`config.mk`:
```
export PLATFORM = sky130hd
export DESIGN_NAME = mna_request_packetizer_flat
export DESIGN_NICKNAME = d
export VERILOG_FILES = /design/src/rtl/mna_pkg.sv /design/src/rtl/mna_request_packetizer_if.sv /design/src/rtl/mna_vc_select.sv /design/src/rtl/mna_request_packetizer.sv /design/src/flat_wrapper.sv
export SDC_FILE = /design/constraint.sdc
export NUM_CORES = 1
export LEC_CHECK = 0
export CAP_MARGIN = 20
export CELL_PAD_IN_SITES_DETAIL_PLACEMENT = 0
export CELL_PAD_IN_SITES_GLOBAL_PLACEMENT = 2
export CORE_UTILIZATION = 26
export CTS_CLUSTER_SIZE = 10
export DETAILED_ROUTE_END_ITERATION = 10
export GPL_TIMING_DRIVEN = 0
export PLACE_DENSITY = 0.87
export RECOVER_POWER = 100
export SLEW_MARGIN = 20
export SYNTH_ARGS = -nofsm -noshare
export SYNTH_HDL_FRONTEND = slang
export SYNTH_SLANG_ARGS = --single-unit
```
`constraint.sdc`:
```
create_clock -name clock -period 4.3 [get_ports clock]
set_clock_uncertainty 0.1 [all_clocks]
set_input_delay 1.29 -clock clock [delete_from_list [all_inputs] [get_ports clock]]
set_output_delay 1.29 -clock clock [all_outputs]
set_load 0.02 [all_outputs]
```
`src/rtl/mna_pkg.sv`:
```
// Shared definitions for the MNA request packetizer: flit type codes, FSM state encoding and
// tail-payload field offsets.
package mna_pkg;

  localparam logic [1:0] FLIT_HEAD = 2'b01;
  localparam logic [1:0] FLIT_BODY = 2'b10;
  localparam logic [1:0] FLIT_TAIL = 2'b11;

  typedef enum logic [1:0] {
    StIdle,
    StHead,
    StBody,
    StTail
  } state_e;

  localparam int unsigned PROT_W       = 3;
  localparam int unsigned TAIL_SEQ_LSB = 0;

  // Tail payload layout from LSB: seq, is_write, strb, prot, zero pad.
  function automatic int unsigned tail_wr_pos(int unsigned seq_w);
    return seq_w;
  endfunction

  function automatic int unsigned tail_strb_lsb(int unsigned seq_w);
    return seq_w + 1;
  endfunction

  function automatic int unsigned tail_prot_lsb(int unsigned seq_w, int unsigned strb_w);
    return seq_w + 1 + strb_w;
  endfunction

endpackage

```
`src/rtl/mna_request_packetizer_if.sv`:
```
// AXI4-Lite request channels plus NoC link signals of the MNA request packetizer.
// master: AXI master / router side; slave: the packetizer.
interface mna_request_packetizer_if #(
  parameter int unsigned ADDR_W = 32,
  parameter int unsigned DATA_W = 32,
  parameter int unsigned NUM_VC = 8
);
  localparam int unsigned VC_W   = $clog2(NUM_VC);
  localparam int unsigned FLIT_W = 2 + VC_W + DATA_W;

  logic                ar_valid;
  logic                ar_ready;
  logic [ADDR_W-1:0]   ar_addr;
  logic [2:0]          ar_prot;
  logic                aw_valid;
  logic                aw_ready;
  logic [ADDR_W-1:0]   aw_addr;
  logic [2:0]          aw_prot;
  logic                w_valid;
  logic                w_ready;
  logic [DATA_W-1:0]   w_data;
  logic [DATA_W/8-1:0] w_strb;
  logic [FLIT_W-1:0]   noc_data;
  logic                noc_valid;
  logic [NUM_VC-1:0]   noc_vc;
  logic [NUM_VC-1:0]   is_on_off;
  logic [NUM_VC-1:0]   is_allocatable;

  modport master (
    output ar_valid, ar_addr, ar_prot, aw_valid, aw_addr, aw_prot,
    output w_valid, w_data, w_strb, is_on_off, is_allocatable,
    input  ar_ready, aw_ready, w_ready, noc_data, noc_valid, noc_vc
  );

  modport slave (
    input  ar_valid, ar_addr, ar_prot, aw_valid, aw_addr, aw_prot,
    input  w_valid, w_data, w_strb, is_on_off, is_allocatable,
    output ar_ready, aw_ready, w_ready, noc_data, noc_valid, noc_vc
  );

endinterface

```
`src/rtl/mna_vc_select.sv`:
```
// Lowest-index priority encoder over the available-VC mask.
module mna_vc_select #(
  parameter int unsigned NUM_VC = 8,
  parameter int unsigned VC_W   = $clog2(NUM_VC)
) (
  input  logic [NUM_VC-1:0] avail_mask_i,
  output logic [VC_W-1:0]   vc_sel_o,
  output logic              avail_o
);

  always_comb begin
    vc_sel_o = '0;
    for (int i = int'(NUM_VC) - 1; i >= 0; i--) begin
      if (avail_mask_i[i]) begin
        vc_sel_o = VC_W'(i);
      end
    end
  end

  assign avail_o = |avail_mask_i;

endmodule

```
`src/rtl/mna_request_packetizer.sv`:
```
// Master-side NoC adapter request path: AXI4-Lite AR / AW+W requests to header/[body]/tail flits.
// Define MNA_REQ_RR_ARB_EN for round-robin read/write arbitration (default: fixed read priority).
module mna_request_packetizer
  import mna_pkg::*;
#(
  parameter int unsigned ADDR_W = 32,
  parameter int unsigned DATA_W = 32,
  parameter int unsigned NUM_VC = 8,
  parameter int unsigned SEQ_W  = 8
) (
  input logic                    clock,
  input logic                    reset,
  mna_request_packetizer_if.slave bus
);

  localparam int unsigned VC_W      = $clog2(NUM_VC);
  localparam int unsigned STRB_W    = DATA_W / 8;
  localparam int unsigned FLIT_W    = 2 + VC_W + DATA_W;
  localparam int unsigned WR_POS    = tail_wr_pos(SEQ_W);
  localparam int unsigned STRB_LSB  = tail_strb_lsb(SEQ_W);
  localparam int unsigned PROT_LSB  = tail_prot_lsb(SEQ_W, STRB_W);

  function automatic logic [FLIT_W-1:0] make_flit(logic [1:0]        ftype,
                                                  logic [VC_W-1:0]   vc,
                                                  logic [DATA_W-1:0] payload);
    return {ftype, vc, payload};
  endfunction

  state_e              state_q;
  logic [VC_W-1:0]     vc_q;
  logic [PROT_W-1:0]   prot_q;
  logic [DATA_W-1:0]   data_q;
  logic [STRB_W-1:0]   strb_q;
  logic                is_write_q;
  logic [SEQ_W-1:0]    seq_q;
  logic [FLIT_W-1:0]   noc_data_q;
  logic [NUM_VC-1:0]   noc_vc_q;

  logic [NUM_VC-1:0]   avail_mask;
  logic [VC_W-1:0]     vc_sel;
  logic                avail;
  logic                idle;
  logic                rd_elig;
  logic                wr_elig;
  logic                grant_rd;
  logic                grant_wr;
  logic                xfer;
  logic [DATA_W-1:0]   tail_payload;

  assign avail_mask = bus.is_allocatable & bus.is_on_off;

  mna_vc_select #(
    .NUM_VC (NUM_VC),
    .VC_W   (VC_W)
  ) u_vc_select (
    .avail_mask_i (avail_mask),
    .vc_sel_o     (vc_sel),
    .avail_o      (avail)
  );

  assign idle    = (state_q == StIdle);
  assign rd_elig = idle && avail && bus.ar_valid;
  // AW and W are only ever taken together.
  assign wr_elig = idle && avail && bus.aw_valid && bus.w_valid;

`ifdef MNA_REQ_RR_ARB_EN
  logic rr_last_q;  // 1: the last grant went to a write
  assign grant_rd = rd_elig && (!wr_elig || rr_last_q);
`else
  assign grant_rd = rd_elig;
`endif
  assign grant_wr = wr_elig && !grant_rd;

  // No ready on the link: a valid cycle on an "on" VC is a completed transfer.
  assign xfer = !idle && bus.is_on_off[vc_q];

  always_comb begin
    tail_payload                             = '0;
    tail_payload[TAIL_SEQ_LSB +: SEQ_W]      = seq_q;
    tail_payload[WR_POS]                     = is_write_q;
    tail_payload[STRB_LSB +: STRB_W]         = strb_q;
    tail_payload[PROT_LSB +: PROT_W]         = prot_q;
  end

  always_ff @(posedge clock) begin
    if (reset) begin
      state_q    <= StIdle;
      vc_q       <= '0;
      prot_q     <= '0;
      data_q     <= '0;
      strb_q     <= '0;
      is_write_q <= 1'b0;
      seq_q      <= '0;
      noc_data_q <= '0;
      noc_vc_q   <= '0;
`ifdef MNA_REQ_RR_ARB_EN
      rr_last_q  <= 1'b1;
`endif
    end else begin
      case (state_q)
        StIdle: begin
          if (grant_rd || grant_wr) begin
            vc_q       <= vc_sel;
            noc_vc_q   <= NUM_VC'(1) << vc_sel;
            is_write_q <= grant_wr;
            state_q    <= StHead;
`ifdef MNA_REQ_RR_ARB_EN
            rr_last_q  <= grant_wr;
`endif
            if (grant_wr) begin
              prot_q     <= bus.aw_prot;
              data_q     <= bus.w_data;
              strb_q     <= bus.w_strb;
              noc_data_q <= make_flit(FLIT_HEAD, vc_sel, DATA_W'(bus.aw_addr));
            end else begin
              prot_q     <= bus.ar_prot;
              strb_q     <= '0;
              noc_data_q <= make_flit(FLIT_HEAD, vc_sel, DATA_W'(bus.ar_addr));
            end
          end
        end
        StHead: begin
          if (xfer) begin
            if (is_write_q) begin
              state_q    <= StBody;
              noc_data_q <= make_flit(FLIT_BODY, vc_q, data_q);
            end else begin
              state_q    <= StTail;
              noc_data_q <= make_flit(FLIT_TAIL, vc_q, tail_payload);
            end
          end
        end
        StBody: begin
          if (xfer) begin
            state_q    <= StTail;
            noc_data_q <= make_flit(FLIT_TAIL, vc_q, tail_payload);
          end
        end
        StTail: begin
          if (xfer) begin
            state_q    <= StIdle;
            seq_q      <= seq_q + 1'b1;
            noc_data_q <= '0;
            noc_vc_q   <= '0;
          end
        end
        default: state_q <= StIdle;
      endcase
    end
  end

  assign bus.ar_ready  = grant_rd;
  assign bus.aw_ready  = grant_wr;
  assign bus.w_ready   = grant_wr;
  assign bus.noc_valid = xfer;
  assign bus.noc_data  = noc_data_q;
  assign bus.noc_vc    = noc_vc_q;

endmodule
```
`src/flat_wrapper.sv`:
```
// flat-port wrapper written by rule: the top's interface ports become plain ports
module mna_request_packetizer_flat import mna_pkg::*;
#(
  parameter int unsigned ADDR_W = 32,
  parameter int unsigned DATA_W = 32,
  parameter int unsigned NUM_VC = 8,
  parameter int unsigned SEQ_W  = 8
)
  (clock, reset, bus_ar_valid, bus_ar_addr, bus_ar_prot, bus_aw_valid, bus_aw_addr, bus_aw_prot, bus_w_valid, bus_w_data, bus_w_strb, bus_is_on_off, bus_is_allocatable, bus_ar_ready, bus_aw_ready, bus_w_ready, bus_noc_data, bus_noc_valid, bus_noc_vc);
  mna_request_packetizer_if #(.ADDR_W(ADDR_W), .DATA_W(DATA_W), .NUM_VC(NUM_VC)) bus_i ();
  input logic clock;
  input logic reset;
  input wire logic [$bits(bus_i.ar_valid)-1:0] bus_ar_valid;
  input wire logic [$bits(bus_i.ar_addr)-1:0] bus_ar_addr;
  input wire logic [$bits(bus_i.ar_prot)-1:0] bus_ar_prot;
  input wire logic [$bits(bus_i.aw_valid)-1:0] bus_aw_valid;
  input wire logic [$bits(bus_i.aw_addr)-1:0] bus_aw_addr;
  input wire logic [$bits(bus_i.aw_prot)-1:0] bus_aw_prot;
  input wire logic [$bits(bus_i.w_valid)-1:0] bus_w_valid;
  input wire logic [$bits(bus_i.w_data)-1:0] bus_w_data;
  input wire logic [$bits(bus_i.w_strb)-1:0] bus_w_strb;
  input wire logic [$bits(bus_i.is_on_off)-1:0] bus_is_on_off;
  input wire logic [$bits(bus_i.is_allocatable)-1:0] bus_is_allocatable;
  output wire logic [$bits(bus_i.ar_ready)-1:0] bus_ar_ready;
  output wire logic [$bits(bus_i.aw_ready)-1:0] bus_aw_ready;
  output wire logic [$bits(bus_i.w_ready)-1:0] bus_w_ready;
  output wire logic [$bits(bus_i.noc_data)-1:0] bus_noc_data;
  output wire logic [$bits(bus_i.noc_valid)-1:0] bus_noc_valid;
  output wire logic [$bits(bus_i.noc_vc)-1:0] bus_noc_vc;
  assign bus_i.ar_valid = bus_ar_valid;
  assign bus_i.ar_addr = bus_ar_addr;
  assign bus_i.ar_prot = bus_ar_prot;
  assign bus_i.aw_valid = bus_aw_valid;
  assign bus_i.aw_addr = bus_aw_addr;
  assign bus_i.aw_prot = bus_aw_prot;
  assign bus_i.w_valid = bus_w_valid;
  assign bus_i.w_data = bus_w_data;
  assign bus_i.w_strb = bus_w_strb;
  assign bus_i.is_on_off = bus_is_on_off;
  assign bus_i.is_allocatable = bus_is_allocatable;
  assign bus_ar_ready = bus_i.ar_ready;
  assign bus_aw_ready = bus_i.aw_ready;
  assign bus_w_ready = bus_i.w_ready;
  assign bus_noc_data = bus_i.noc_data;
  assign bus_noc_valid = bus_i.noc_valid;
  assign bus_noc_vc = bus_i.noc_vc;
  mna_request_packetizer #(.ADDR_W(ADDR_W), .DATA_W(DATA_W), .NUM_VC(NUM_VC), .SEQ_W(SEQ_W)) u_core (.clock(clock), .reset(reset), .bus(bus_i));
endmodule
```
# == After elaboration in Yosys (flattened, before gate mapping) ==
# Cells that the tools add are included.
# W data, S select, Z words.
# classes
n_addsub,1
order_cmp,1
n_eq_ne,7
n_shift,1
muxes,28
bitwise,1
n_reduce_logical,17
# ops
cell,count
$mux W37,4
$pmux W37 S4,1
$mux W36,1
$mux W32,1
$mux W3,9
$mux W8,2
$pmux W8 S2,1
$add A8 B1 Y8 const B,1
$and A8 B8 Y8,1
$mux W2,4
$ne A2 B2 Y1 const B,4
$pmux W2 S4,1
$reduce_or A8 Y1,1
$shl A1 B3 Y8 const A,1
$logic_and A1 B1 Y1,6
$reduce_and A3 Y1,2
$eq A2 B2 Y1 const B,2
$lt A3 B4 Y1 const B,1
$mux W4,1
$reduce_and A2 Y1,2
$reduce_and A4 Y1,1
$bmux W1 S3,1
$eq A2 B1 Y1 const B,1
$logic_not A1 Y1,2
4 further kinds,5
# word_totals
register_bits,98
output_inout_bits,49
wordCells,65

# == Depth between registers and ports, before layout ==
# Gate-level depths: netlist (run 1).
# depth
depth_word,12
mapped_depth,10
mapped_depth_nobuf,7

# == Modules after synthesis ==
# Synthesis (run 1) repeated with hierarchy kept, for this count alone.
# unflattened
cells_unflattened,675
area_unflattened_um2,5511.5
# modules_own_cells
mod,n_inst,cells_each,area_each_um2,seq_area_each_um2
mna_request_packetizer,1,662,5430.2,1921.8
mna_vc_select,1,13,81.3,0.0

# == Worst setup path before layout (run 1) ==
# No wires, ideal clock.
# synth_timing
path_type,input -> output
startpoint,input port bus_is_allocatable[4]
endpoint,output port bus_w_ready
t_arrival_ps,2847
required_time_ps,2910
setup_slack_ps,63
path_stages,8
cell_sequence,a22o_1 -> o41ai_2 -> or3_1 -> buf_4 -> inv_4 -> buf_2 -> buf_4 -> buf_4
# synth_between
elab_chain_len,6
elab_cells_between_ends,8
classes_between,bitwise: 1; reduce/logical: 7
# synth_rtl
item,line_no,source
start: declaration,flat_wrapper.sv:23,input wire logic [$bits(bus_i.is_allocatable)-1:0] bus_is_allocatable;
$and A8 B8 Y8 *,mna_request_packetizer.sv:50,assign avail_mask = bus.is_allocatable & bus.is_on_off;
$reduce_or A8 Y1 *,mna_vc_select.sv:20,assign avail_o = |avail_mask_i;
$logic_and A1 B1 Y1 *,"mna_request_packetizer.sv:62, mna_request_packetizer.sv:64",
"$logic_and A1 B1 Y1, on equally long branches","mna_request_packetizer.sv:64, mna_request_packetizer.sv:62",
$logic_and A1 B1 Y1 / $logic_not A1 Y1 (equally long branches),"mna_request_packetizer.sv:64, mna_request_packetizer.sv:72",
$logic_and A1 B1 Y1 *,mna_request_packetizer.sv:72,assign grant_wr = wr_elig && !grant_rd;
end: declaration,flat_wrapper.sv:26,output wire logic [$bits(bus_i.w_ready)-1:0] bus_w_ready;
# Mark *: on every way between the ends. The rest lies on a longest branch, timed or not.

# == Worst setup path after layout (run 1) ==
# layout_timing
startpoint,input port bus_is_on_off[6]
endpoint,output port bus_w_ready
# layout_between
elab_chain_len,6
elab_cells_between_ends,8
classes_between,bitwise: 1; reduce/logical: 7
# layout_rtl
item,line_no,source
start: declaration,flat_wrapper.sv:22,input wire logic [$bits(bus_i.is_on_off)-1:0] bus_is_on_off;
$and A8 B8 Y8 *,mna_request_packetizer.sv:50,
$reduce_or A8 Y1 *,mna_vc_select.sv:20,
$logic_and A1 B1 Y1 *,"mna_request_packetizer.sv:62, mna_request_packetizer.sv:64",
"$logic_and A1 B1 Y1, on equally long branches","mna_request_packetizer.sv:64, mna_request_packetizer.sv:62",
$logic_and A1 B1 Y1 / $logic_not A1 Y1 (equally long branches),"mna_request_packetizer.sv:64, mna_request_packetizer.sv:72",
$logic_and A1 B1 Y1 *,mna_request_packetizer.sv:72,
# Marked as above.

==> results of run 1 <==
## routing by layer
layer / share of wire [%] / track usage (%)
met3: 4.9 / 2.31
met5: 0 / 0
met4: 1.6 / 6.12
met2: 47 / 29.8
met1: 47 / 23.8
## sequential cells by signal, indices dropped and copies added (netlist names)
signal / cells
u_core.bus.noc_data: 36
u_core.bus.noc_vc: 8
u_core.data_q: 32
u_core.is_write_q: 1
u_core.prot_q: 3
u_core.seq_q: 8
u_core.state_q: 1
u_core.strb_q: 4
u_core.vc_q: 3
## power by group through the flow
stage	Clock (mW)	Sequential [mW]	Combinational [mW]
floorplan	0	1.33	1.35
CTS	0.828	1.18	2.40
finish	0.820	1.18	2.31
detailed placement	0	1.20	2.36
global placement	0	1.20	2.32
global route	0.863	1.20	2.52
## final cells by class
| cell class | instances | area [µm²] | area share [%] |
|---|---|---|---|
| multi-input cells | 426 | 2800 | 37.6 |
| inverters | 12 | 61.3 | 0.821 |
| repair inverters | 1 | 8.76 | 0.117 |
| plain buffers | 49 | 236 | 3.17 |
| flip-flops and latches | 96 | 1920 | 25.8 |
| repair buffers | 188 | 1810 | 24.2 |
| clock buffers | 12 | 246 | 3.30 |
| clock inverters | 4 | 53.8 | 0.721 |
| well taps | 260 | 325 | 4.36 |
## stage by stage
stage | hold slack [ns] | utilization [%] | setup slack (ns) | cell area [µm²] | power, mW
floorplan | 0.337 | - | 0.0634 | 5030 | 2.68
global placement | 0.343 | 37.7 | -1.29 | 7100 | 3.52
detailed placement | 0.347 | 37.7 | -1.31 | 7100 | 3.56
CTS | 0.357 | 39.6 | 0.0375 | 7460 | 4.41
global route | 0.376 | 39.6 | 0.0163 | 7460 | 4.58
finish | 0.359 | 39.6 | 0.0645 | 7460 | 4.31
## worst min-delay path, cell delays in order (launching register included)
cell     delay, ns
dfxtp_1       0.31
nand2_1       0.05
a21oi_1       0.05
## cells in the final DEF (no fill, tap or decap), types with 6 or more instances in the layout
| master | n |
|---|---|
| a211o_1 | 16 |
| a21oi_1 | 46 |
| a22o_1 | 19 |
| a22oi_1 | 7 |
| buf_4 | 13 |
| clkbuf_1 | 43 |
| clkbuf_16 | 9 |
| clkdlybuf4s50_1 | 109 |
| dfxtp_1 | 96 |
| dlygate4sd2_1 | 17 |
| dlygate4sd3_1 | 46 |
| ha_1 | 6 |
| inv_1 | 11 |
| mux2i_1 | 35 |
| nand2_1 | 148 |
| nor2_1 | 18 |
| o211ai_1 | 8 |
| o21ai_0 | 7 |
| o221a_1 | 16 |
| o221a_2 | 16 |
| or3_1 | 19 |
## worst max path at each step
stage / to / depth (start not counted)
5_1_grt: bus_w_ready / 8
3_5_place_dp: bus_w_ready / 10
4_1_cts: bus_w_ready / 8
3_3_place_gp: bus_w_ready / 10
2_1_floorplan: bus_w_ready / 8
6_report: bus_w_ready / 8
## repair_timing
item / in CTS / in global routing
gates resized for setup: 36 / 1
hold endpoints to repair: 0 / 0
setup endpoints to repair: 4 / 1
gates cloned: 1 / 0
buffers inserted: 7 / 6
pin swaps: 7 / 3
## kinds of logic after synthesis
kind of cell / Yosys count
AND/OR/NAND/NOR: 217
AO/OA/AOI/OAI: 165
buffers and inverters: 63
XOR/XNOR: 2
flip-flops: 96
adder cells (fa/ha/maj): 6
multiplexers: 36
## cell usage after synthesis (2+ instances only)
cell      instances
a211o_1          16
a211oi_1          4
a21oi_1          46
a22o_1           20
a22oi_1           7
a311oi_1          4
a31o_2            2
and2_1            2
buf_2             8
buf_4             7
buf_6             3
clkbuf_1         33
dfxtp_1          96
ha_1              6
inv_1            11
mux2i_1          35
nand2_1         148
nand2b_1          2
nand3_1           4
nand4_1           4
nor2_1           17
nor2b_1           2
nor3b_1           4
nor4_1            2
o211ai_1          8
o21ai_0           7
o221a_1          16
o221a_2          16
o31ai_1           3
o41ai_2           5
or3_1            19
or4_1             3
==> flow_summary.ini, run 1 <==
[outcome]
outcome = finished clean

[worst_setup_path]
cp_top_family = buffers and inverters
startpoint_type = input pin
end_kind = output pin
rr_worst_depth = 9
rrSetupSlack_ns = 1.39
required_ns = 2.91
slowest_stage = o41ai_4
max_stage_delay_ns = 0.35
regToRegStartpoint = u_core.state_q[0]
cpMostUsedCell = buf_4
worstPathCellList = dlygate4sd2_1 > a22o_1 > o41ai_4 > or3_1 > buf_6 > inv_16 > buf_4 > buf_4
crit_path_start = bus_is_on_off[6]
worstPathArrival_ns = 2.85
critPathBufInv = 5
worstSetupPathType = in -> out
crit_fanout = 10
worstReg2RegEnd = u_core.bus.noc_data[31]

[sta]
rsz0062_at_grt = no
finalCritPeriodShare_pct = 98.5
hold_viol = 0
slew_violations = 0
fmax_ghz = 0.236
slew_headroom_pct = 55.1
finalSetupTns_ns = 0
setup_violations = 0
period_minus_slack_ns = 4.24
worst_slew_pin_slew_ns = 0.671

[synth]
synth_compound_area_share_pct = 27.3
syn_area_per_cell_um2 = 8.59
synth_top_family_by_area = compound AO/OA/AOI/OAI gates
syn_area_um2 = 5030
muxShareOfSynthArea_pct = 7.49
synth_xor_area_share_pct = 0.349
synth.top_cell.area_share_pct = 38.2
synth-edff-count = 0
ys_seq_area_share_pct = 38.2
synthCells = 585
synth.yosys.warnings = 0
netlist_top_cells_area = dfxtp_1, nand2_1, mux2i_1
synth-seq-cells = 96
synth_top_area_cell = dfxtp_1
postSynth.asyncResetShare_pct = 0
yosys.area_share.simple_pct = 19.2
ys_types = 57
syn_nets = 718
synth-adder-area-share_pct = 1.49
synth_flop_cell = dfxtp_1

[placement]
globalplace.congestion = 0.789
placed_cells = 1020
portBuffers = 175
dpl.hpwl_um = 14000

[hold_path]
hold_path_class = reg -> reg
min_path_cells = 2
min_from = u_core.data_q[22]
holdPathEnd = u_core.data_q[22]

[power_and_ir_drop]
combPwrFrac_pct = 53.6
intPower_mw = 2.52
p_sw_mw = 1.79
swShare_pct = 41.5
p_leak_nw = 2.95
powerDensity_nw_per_um2 = 577
ir_drop_mv = 0.217
p_clk_share_pct = 19.0
p_seq_share_pct = 27.4

[clocking]
clock_sinks = 96
insertion_delay_ns = 0.35
clockRootBuffer = clkbuf_16
clkSlewWorstSetupHoldPaths_ns = 0.07
ctsHoldBuffers = 0
numCtsBuffers = 9
htreeDepth = 3
cts_tree = yes
cts_max_path_buffers = 2

[finish]
diodes = 0
nNetsFinal = 916
stdcell_count = 1048
syn_to_final_growth_pct = 48.5
drive_above_1_share_pct = 8.50
n_fill_cell = 1875

[floorplan]
fp.dieH_um = 141
start_util_pct = 26.7
io_pins = 176
dieArea_um2 = 19900
core-area_um2 = 18800
rows = 50
fp.dieW_um = 141

[grt]
antenna_found_initial = 0
grt_overflow = 0
grt_pass1_vias = 4972
grt_use_total_pct = 17.9
grt_max_degree = 16
grt_pass1_wl_um = 27600

[drt]
viasPerCell = 4.94
wl_per_cell_um = 17.1
vias = 5174
firstDrtPassIters = 4
drt_iter0_markers = 221
routed_wl_um = 18000
drc = 0
ant_nets = 0

[run]
cap_viol_max_count = 0
No activity file was read; power rests on OpenSTA's default activity.
==> run 2, diff against run 1 <==
--- a/config.mk
+++ b/config.mk
@@ -11,10 +11,9 @@
 export CORE_UTILIZATION = 26
 export CTS_CLUSTER_SIZE = 10
 export DETAILED_ROUTE_END_ITERATION = 10
-export GPL_TIMING_DRIVEN = 0
 export PLACE_DENSITY = 0.87
 export RECOVER_POWER = 100
-export SLEW_MARGIN = 20
+export SLEW_MARGIN = 0
 export SYNTH_ARGS = -nofsm -noshare
 export SYNTH_HDL_FRONTEND = slang
 export SYNTH_SLANG_ARGS = --single-unit
==> flow_summary.ini, run 2 (same netlist as run 1, synthesis figures left out) <==
[worst_setup_path]
worstPathCellList = dlygate4sd3_1 > a22o_1 > o41ai_2 > or3_4 > inv_4 > clkbuf_2
slowest_stage = dlygate4sd3_1
cp_top_family = buffers and inverters
startpoint_type = input pin
required_ns = 2.91
worstPathArrival_ns = 2.86
crit_fanout = 5
critPathBufInv = 3
worstSetupPathType = in -> out
end_kind = output pin
max_stage_delay_ns = 0.58

[finish]
final_common_cell = nand2_1
multi_input_area_um2 = 2780
seq_area_um2 = 1920
layout_common_cells = nand2_1, clkdlybuf4s50_1, dfxtp_1
largest_register_ffs = 36
syn_to_final_growth_pct = 46.2
drive_above_1_share_pct = 10.6
diodes = 0
nNetsFinal = 889
stdcell_count = 1021
n_fill_cell = 1892

[outcome]
outcome = finished clean

[sta]
worst_slew_pin_slew_ns = 0.868
setup_violations = 0
fmax_ghz = 0.235
period_minus_slack_ns = 4.25
rsz0062_at_grt = no
hold_viol = 0
slew_violations = 0
slew_headroom_pct = 42.2
finalCritPeriodShare_pct = 98.9
finalSetupTns_ns = 0

[placement]
portBuffers = 175
placed_cells = 1004
dpl.hpwl_um = 12500
globalplace.congestion = 0.813

[drt]
ant_nets = 0
drt_iter0_markers = 270
drc = 0
vias = 5023
wl_per_cell_um = 16.5
viasPerCell = 4.92
routed_wl_um = 16900
firstDrtPassIters = 6

[floorplan]
dieArea_um2 = 19900
io_pins = 176
fp.dieW_um = 141
core-area_um2 = 18800
rows = 50
start_util_pct = 26.7
fp.dieH_um = 141

[power_and_ir_drop]
powerDensity_nw_per_um2 = 570
p_leak_nw = 2.90
ir_drop_mv = 0.300

[grt]
grt_pass1_vias = 4820
grt_use_total_pct = 16.7
grt_pass1_wl_um = 26000
antenna_found_initial = 0
grt_max_degree = 75
grt_overflow = 0

[clocking]
clkSlewWorstSetupHoldPaths_ns = 0.06
clockRootBuffer = clkbuf_16
ctsHoldBuffers = 0
clock_sinks = 96
numCtsBuffers = 9
insertion_delay_ns = 0.35
cts_tree = yes
htreeDepth = 3
cts_max_path_buffers = 2

[hold_path]
hold_path_class = reg -> reg

[run]
cap_viol_max_count = 0
-- run 2: changes by cell type in the layout (fill, tap and decap cells not counted), moves of 2 or more --
cell | before | now
clkbuf_1 | 43 | 5
buf_4 | 13 | 24
buf_6 | 4 | 0
dlygate4sd2_1 | 17 | 0
buf_2 | 3 | 1
clkbuf_2 | 1 | 8
clkdlybuf4s50_1 | 109 | 124
-- run 2: final cells by class --
type / count / share of cell area [%]
Timing Repair Buffer: 211 / 26.8
Inverter: 12 / 0.647
Tap cell: 260 / 4.43
Clock buffer: 10 / 3.25
Sequential cell: 96 / 26.1
Multi-Input combinational cell: 426 / 37.8
Clock inverter: 6 / 0.902
-- run 2: final timing paths --
path | endpoint | cells after the start | start | slack, ns
worst max-delay path | bus_aw_ready | 6 | bus_is_on_off[0] | 0.05
worst min-delay path | u_core.data_q[8] | 2 | u_core.data_q[8] | 0.36
worst max register to register | u_core.bus.noc_data[8] | 8 | u_core.state_q[0] | 1.34
worst min register to register | u_core.data_q[8] | 2 | u_core.data_q[8] | 0.36
-- run 2: what timing repair did --
item,in CTS,in global routing
pin swaps,2,1
resized for setup,14,2
setup endpoints to repair,4,2
buffers inserted,1,0
cloned,0,0
-- run 2: routing by layer --
| layer | global-route usage [%] | vias up | wire (µm) |
|---|---|---|---|
| met5 | 0 | - | 0 |
| met4 | 7.04 | 0 | 459 |
| met3 | 3.09 | 26 | 854 |
| met2 | 26.3 | 143 | 7650 |
| met1 | 22.5 | 2387 | 7920 |
| li1 | - | 2467 | - |
-- run 2: metrics by stage --
stage	utilization, %	worst slack [ns]	instance area, µm²	total power, mW	hold slack [ns]
global route	39.0	0.0100	7350	4.47	0.373
floorplan	-	0.0634	5030	2.68	0.337
CTS	39.4	0.00652	7420	4.32	0.360
global placement	37.8	-0.403	7110	3.43	0.344
detailed placement	37.8	-0.433	7110	3.49	0.350
finish	39.0	0.0477	7350	4.19	0.358
-- run 2: where the power goes --
group          internal (mW)  total, mW  leakage (nW)  switching (mW)
Combinational          0.923       2.20          1.98            1.27
Sequential              1.07       1.17         0.785           0.104
Clock                  0.468      0.824         0.141           0.356
Total                   2.46       4.19          2.90            1.73
-- run 2: tightest hold or removal path, stage by stage (launching register included) --
cell,delay (ns)
dfxtp_1,0.31
nand2_1,0.05
a21oi_1,0.05
